[src/rtl/dct_transpose_buffer_pkg.sv]
// Shared constants and types for the 8x8 DCT transpose buffer.
//   DCT_N      : block dimension (rows, columns, elements per vector)
//   DCT_IDX_W  : width of a row/column index
//   dct_idx_t  : row/column index type
// Element k of any packed vector lives at [k*DATA_WIDTH +: DATA_WIDTH].
package dct_transpose_buffer_pkg;

  localparam int unsigned DCT_N     = 8;
  localparam int unsigned DCT_IDX_W = 3;

  typedef logic [DCT_IDX_W-1:0] dct_idx_t;

  localparam dct_idx_t DctLastIdx = dct_idx_t'(DCT_N - 1);

endpackage

[src/rtl/dct_tp_bank.sv]
// One 8x8 coefficient register array of the transpose buffer.
// Ports:
//   clk      : clock, writes on rising edge
//   we       : write enable for one full row
//   wr_row   : row address of the write
//   wr_data  : 8-element row, element k at [k*DATA_WIDTH +: DATA_WIDTH]
//   rd_col   : column address of the combinational read
//   rd_data  : 8-element column, element r (= row r) at [r*DATA_WIDTH +: DATA_WIDTH]
module dct_tp_bank
  import dct_transpose_buffer_pkg::*;
#(
  parameter int unsigned DATA_WIDTH = 16
) (
  input  logic                        clk,
  input  logic                        we,
  input  dct_idx_t                    wr_row,
  input  logic [DCT_N*DATA_WIDTH-1:0] wr_data,
  input  dct_idx_t                    rd_col,
  output logic [DCT_N*DATA_WIDTH-1:0] rd_data
);

  // No reset: contents are only observed once the bank has been fully rewritten.
  logic [DATA_WIDTH-1:0] mem_q [DCT_N][DCT_N];

  always_ff @(posedge clk) begin
    if (we) begin
      for (int k = 0; k < DCT_N; k++) begin
        mem_q[wr_row][k] <= wr_data[k*DATA_WIDTH +: DATA_WIDTH];
      end
    end
  end

  always_comb begin
    rd_data = '0;
    for (int r = 0; r < DCT_N; r++) begin
      rd_data[r*DATA_WIDTH +: DATA_WIDTH] = mem_q[r][rd_col];
    end
  end

endmodule

[src/rtl/dct_transpose_buffer.sv]
// Ping-pong 8x8 transpose buffer between the row-pass and column-pass 1-D DCTs.
// Rows are written into one bank while the other, once full, is emitted column by column.
// Ports:
//   clk, reset : clock and synchronous active-high reset
//   in_valid   : in_row holds a valid row
//   in_ready   : a row can be accepted this cycle
//   in_row     : 8-element row, element k at [k*DATA_WIDTH +: DATA_WIDTH]
//   col_ready  : column-pass DCT can take a column this cycle
//   col_start  : one-cycle pulse, col_data valid
//   col_data   : 8-element column, element r (= row r) at [r*DATA_WIDTH +: DATA_WIDTH]
//   col_index  : column number of col_data
//   col_last   : with col_start on column 7
//   ovf        : one-cycle pulse after a row was offered while in_ready was low
module dct_transpose_buffer
  import dct_transpose_buffer_pkg::*;
#(
  parameter int unsigned DATA_WIDTH = 16
) (
  input  logic                        clk,
  input  logic                        reset,
  input  logic                        in_valid,
  output logic                        in_ready,
  input  logic [DCT_N*DATA_WIDTH-1:0] in_row,
  input  logic                        col_ready,
  output logic                        col_start,
  output logic [DCT_N*DATA_WIDTH-1:0] col_data,
  output logic [DCT_IDX_W-1:0]        col_index,
  output logic                        col_last,
  output logic                        ovf
);

  logic [1:0]                  full_q, full_d;
  logic                        wr_bank_q, rd_bank_q;
  dct_idx_t                    wr_row_q, rd_col_q;
  logic                        col_start_q, col_last_q, ovf_q;
  logic [DCT_N*DATA_WIDTH-1:0] col_data_q;
  dct_idx_t                    col_index_q;

  logic                        wr_fire, rd_fire;
  logic [DCT_N*DATA_WIDTH-1:0] bank_col [2];

  for (genvar b = 0; b < 2; b++) begin : g_bank
    dct_tp_bank #(
      .DATA_WIDTH (DATA_WIDTH)
    ) u_bank (
      .clk     (clk),
      .we      (wr_fire && (wr_bank_q == b[0])),
      .wr_row  (wr_row_q),
      .wr_data (in_row),
      .rd_col  (rd_col_q),
      .rd_data (bank_col[b])
    );
  end

  always_comb begin
    in_ready = !full_q[wr_bank_q];
    wr_fire  = in_valid && in_ready;
    rd_fire  = full_q[rd_bank_q] && col_ready;
    full_d   = full_q;
    // Write and read completions always hit different banks, so both updates apply.
    if (wr_fire && (wr_row_q == DctLastIdx)) full_d[wr_bank_q] = 1'b1;
    if (rd_fire && (rd_col_q == DctLastIdx)) full_d[rd_bank_q] = 1'b0;
  end

  always_ff @(posedge clk) begin
    if (reset) begin
      full_q      <= '0;
      wr_bank_q   <= 1'b0;
      rd_bank_q   <= 1'b0;
      wr_row_q    <= '0;
      rd_col_q    <= '0;
      col_start_q <= 1'b0;
      col_last_q  <= 1'b0;
      col_data_q  <= '0;
      col_index_q <= '0;
      ovf_q       <= 1'b0;
    end else begin
      full_q      <= full_d;
      ovf_q       <= in_valid && !in_ready;
      col_start_q <= rd_fire;
      col_last_q  <= rd_fire && (rd_col_q == DctLastIdx);
      if (wr_fire) begin
        wr_row_q <= wr_row_q + 1'b1;
        if (wr_row_q == DctLastIdx) wr_bank_q <= !wr_bank_q;
      end
      if (rd_fire) begin
        col_data_q  <= bank_col[rd_bank_q];
        col_index_q <= rd_col_q;
        rd_col_q    <= rd_col_q + 1'b1;
        if (rd_col_q == DctLastIdx) rd_bank_q <= !rd_bank_q;
      end
    end
  end

  assign col_start = col_start_q;
  assign col_data  = col_data_q;
  assign col_index = col_index_q;
  assign col_last  = col_last_q;
  assign ovf       = ovf_q;

endmodule

[config.mk]
export PLATFORM = sky130hd
export DESIGN_NAME = dct_transpose_buffer
export DESIGN_NICKNAME = d
export VERILOG_FILES = /design/src/rtl/dct_transpose_buffer_pkg.sv /design/src/rtl/dct_tp_bank.sv /design/src/rtl/dct_transpose_buffer.sv
export SDC_FILE = /design/constraint.sdc
export NUM_CORES = 2
export LEC_CHECK = 0
export CAP_MARGIN = 20
export CORE_ASPECT_RATIO = 0.5
export CORE_UTILIZATION = 40
export CTS_BUF_LIST = sky130_fd_sc_hd__clkbuf_2 sky130_fd_sc_hd__clkbuf_4 sky130_fd_sc_hd__clkbuf_8
export DETAILED_ROUTE_END_ITERATION = 10
export PLACE_DENSITY_LB_ADDON = 0.1
export SKIP_LAST_GASP = 1
export SYNTH_ARGS = -nofsm -noshare
export SYNTH_HDL_FRONTEND = slang
export SYNTH_SLANG_ARGS = --single-unit
[constraint.sdc]
create_clock -name clk -period 12.8 [get_ports clk]
set_clock_uncertainty 0.1 [all_clocks]
set_input_delay 2.56 -clock clk [delete_from_list [all_inputs] [get_ports clk]]
set_output_delay 2.56 -clock clk [all_outputs]
set_load 0.05 [all_outputs]
==> run_results.csv <==
group,metric,value,unit
critical_path,critPathSlowestCell,"buf_4",
floorplanning,core-area,204000,um2
synth,syn-cell-area,82100,um2
sta,slew-limit-headroom,0.203,
synth,yosysSeqAreaShare,0.784,
critical_path,worstSetupPathType,"in -> reg",
cts,htree_levels,5,
synth,synth.mux.area_fraction,0.166,
cts,numCtsBuffers,327,
floorplanning,fp.dieArea,207000,um2
synth,synth_area_per_cell,23.0,um2
outcome,status,"completed",
min_path,hold_class,"reg -> reg",
cts,clock_sinks,2192,
critical_path,worst_path_largest_cell_delay,810,ps
critical_path,cp_cell_sequence,"clkdlybuf4s50_1, nand2b_1, or3_1, nor2_4, buf_4, buf_4",
routing,firstDrtPassIters,6,
place,dp_hpwl,139,mm
floorplanning,start_util,0.403,
critical_path,crit_path_end_kind,"flip-flop",
synth,synth_flop_cell,"edfxtp_1",
global_routing,grt_pass1_vias,41300,
routing,finalWirelength,240,mm
synth,synth_edf_count,2048,
cells_and_area,seq_area,64400,um2
place,io_buffers,266,
power_and_ir_drop,vdd_drop_max,0.0000750,V
routing,drtIter0Drc,4593,
sta,rsz0062_at_grt,"no",
sta,finalSetupViolCount,0,
cells_and_area,areaGrowthSynthToFinish,15.9,%
synth,syn_inst,3570,
synth,ys_warn_count,0,
sta,tightest_slew,1190,ps
cells_and_area,multi_input_area,16900,um2
cts,post_cts_resized,0,
floorplanning,die_h,322,um
routing,via_count,40400,
power_and_ir_drop,power.density,147,nW/um2
cts,clkLatencyLatePin,910,ps
cts,postCtsSetupRepairBufs,0,
synth,synth_top_family_by_area,"multiplexers",
routing,via_per_inst,5.70,
place,place_ws,6260,ps
critical_path,start_kind,"input port",
floorplanning,dieWidth,643,um
critical_path,worstPathArrival,6040,ps
sta,setup_tns,0,ps
sta,final_max_slew_viol_count,0,
global_routing,grtUsageTotal,0.231,
synth,synthAdderAreaFrac,0.000609,
critical_path,crit_fanout,64,
flow_run,cap_violations,0,
synth,syn-num-nets,3706,
global_routing,antenna_found_initial,56,
sta,fmax,178,MHz
synth,synthXorXnorAreaFrac,0.000320,
place,gp_congestion,0.835,
floorplanning,num_rows,117,
cells_and_area,final_net_count,4227,
cts,cts_tree,"built",
routing,ant_nets,0,
synth,synthDistinctLibCells,42,
synth,synth_seq_cells,2192,
cts,cts_root_buf,"clkbuf_8",
sta,finalHoldViolCount,0,
routing,wl_per_cell,33.9,um
cells_and_area,layout_commonest_cell,"edfxtp_1",
cells_and_area,fillCellCount,16900,
global_routing,grt_overflow_total,0,
sta,period_share,0.440,
cells_and_area,final_layout_size_suffix_gt1_frac,0.282,
critical_path,path_common_cell,"buf_4",
cells_and_area,final_cell_mix,"2,048 x edfxtp_1, 488 x mux4_2, 367 x clkbuf_8",
routing,drc,0,
global_routing,grt_max_degree,129,
sta,min_period,5630,ps
cts,clk_pin_slew,60,ps
floorplanning,io_pins,267,
sta,setup_slack,7170,ps
critical_path,critPathRequiredTime,13220,ps
global_routing,grt_pass1_wl,333,mm
synth,synth_compound_area_frac,0.0205,
synth,synth_simple_gate_area_frac,0.0165,
synth,async_reset_ff_frac,0,
power_and_ir_drop,p_leak,30.3,nW
cts,hold_buffers,0,
cts,clock_path_buffers,4,
worst paths after layout:
check	from	end	depth (start not counted)	slack [ps]
worst min register to register	col_index[1]$_SDFFE_PP0P_	col_index[1]$_SDFFE_PP0P_	2	360
worst max register to register	rd_col_q[1]$_SDFFE_PP0P_	col_data[49]$_SDFFE_PP0P_	6	8130
worst max-delay path	in_valid	g_bank[0].u_bank.mem_q[5][21]$_DFFE_PP_	6	7170
worst min-delay path	col_index[1]$_SDFFE_PP0P_	col_index[1]$_SDFFE_PP0P_	2	360
layer usage:
metal / track usage / wire length [um] / up-vias
met5: 0 / 45 / -
met4: 0.0501 / 4510 / 6
met3: 0.0613 / 21500 / 319
met2: 0.344 / 107000 / 1655
met1: 0.343 / 107000 / 22100
li1: - / - / 16300
power by group:
| group | switching [mW] | internal [mW] | total [mW] |
|---|---|---|---|
| registers | 0.0160 | 7.91 | 7.93 |
| clock network | 2.67 | 3.05 | 5.72 |
| logic | 0.280 | 0.0877 | 0.368 |
cell families (layout without fill, tap and decap cells):
logic type	Yosys count	count (layout)
xor+xnor	3	3
flops	2192	2192
buf+inv	212	988
fa+ha+maj	4	4
compound gates	184	184
simple gates	223	223
other cells	0	8
mux	752	752
cells in the mapped netlist, drive strengths merged (4+ instances only):
| cell type | instances | area [um2] |
|---|---|---|
| edfxtp | 2048 | 61500 |
| mux4 | 488 | 11000 |
| mux2i | 263 | 2630 |
| dfxtp | 144 | 2880 |
| buf | 125 | 683 |
| nand3b | 110 | 826 |
| o221ai | 107 | 1120 |
| clkbuf | 85 | 320 |
| nor2 | 42 | 158 |
| o22ai | 33 | 206 |
| nand2 | 30 | 115 |
| a211oi | 12 | 90.1 |
| a311oi | 12 | 105 |
| and2 | 12 | 75.1 |
| a2111oi | 9 | 104 |
| nor4 | 9 | 56.3 |
| a21oi | 8 | 40.0 |
| nor3 | 5 | 25.0 |
| ha | 4 | 50.1 |
| nand3 | 4 | 20.0 |
area by class of cell:
class                      instances  share of cell area
sequential                      2192               0.676
multi-input combinational       1166               0.177
clock buffer                     515              0.0647
timing repair buffer             402              0.0420
tap                             2737              0.0360
clock inverter                    69             0.00325
antenna                            8            0.000210
inverter                           2            0.000158
state kept, by name, summed over array words and instances, names as in the netlist:
register	count
ovf	1
wr_bank_q	1
full_q	2
rd_bank_q	1
g_bank.u_bank.mem_q	2048
wr_row_q	3
col_last	1
rd_col_q	3
col_data	128
col_start	1
col_index	3
through the flow:
stage	util	cell area, um2	hold slack [ps]	std cells	power (mW)
final	0.467	95200	360	7091	14.0
after global routing	0.467	95200	395	7084	14.5
after CTS	0.467	95100	358	7078	14.2
after detailed placement	0.435	88600	350	6494	8.45
after global placement	0.434	88400	352	6482	8.43
after floorplan	-	82100	382	3570	8.17
worst max-delay path: cells and delay by family:
kind / cells / cell delay [ps]
buffers and inverters: 3 / 2070
AND/OR/NAND/NOR: 3 / 1260
(Power assumes the default switching activity.)
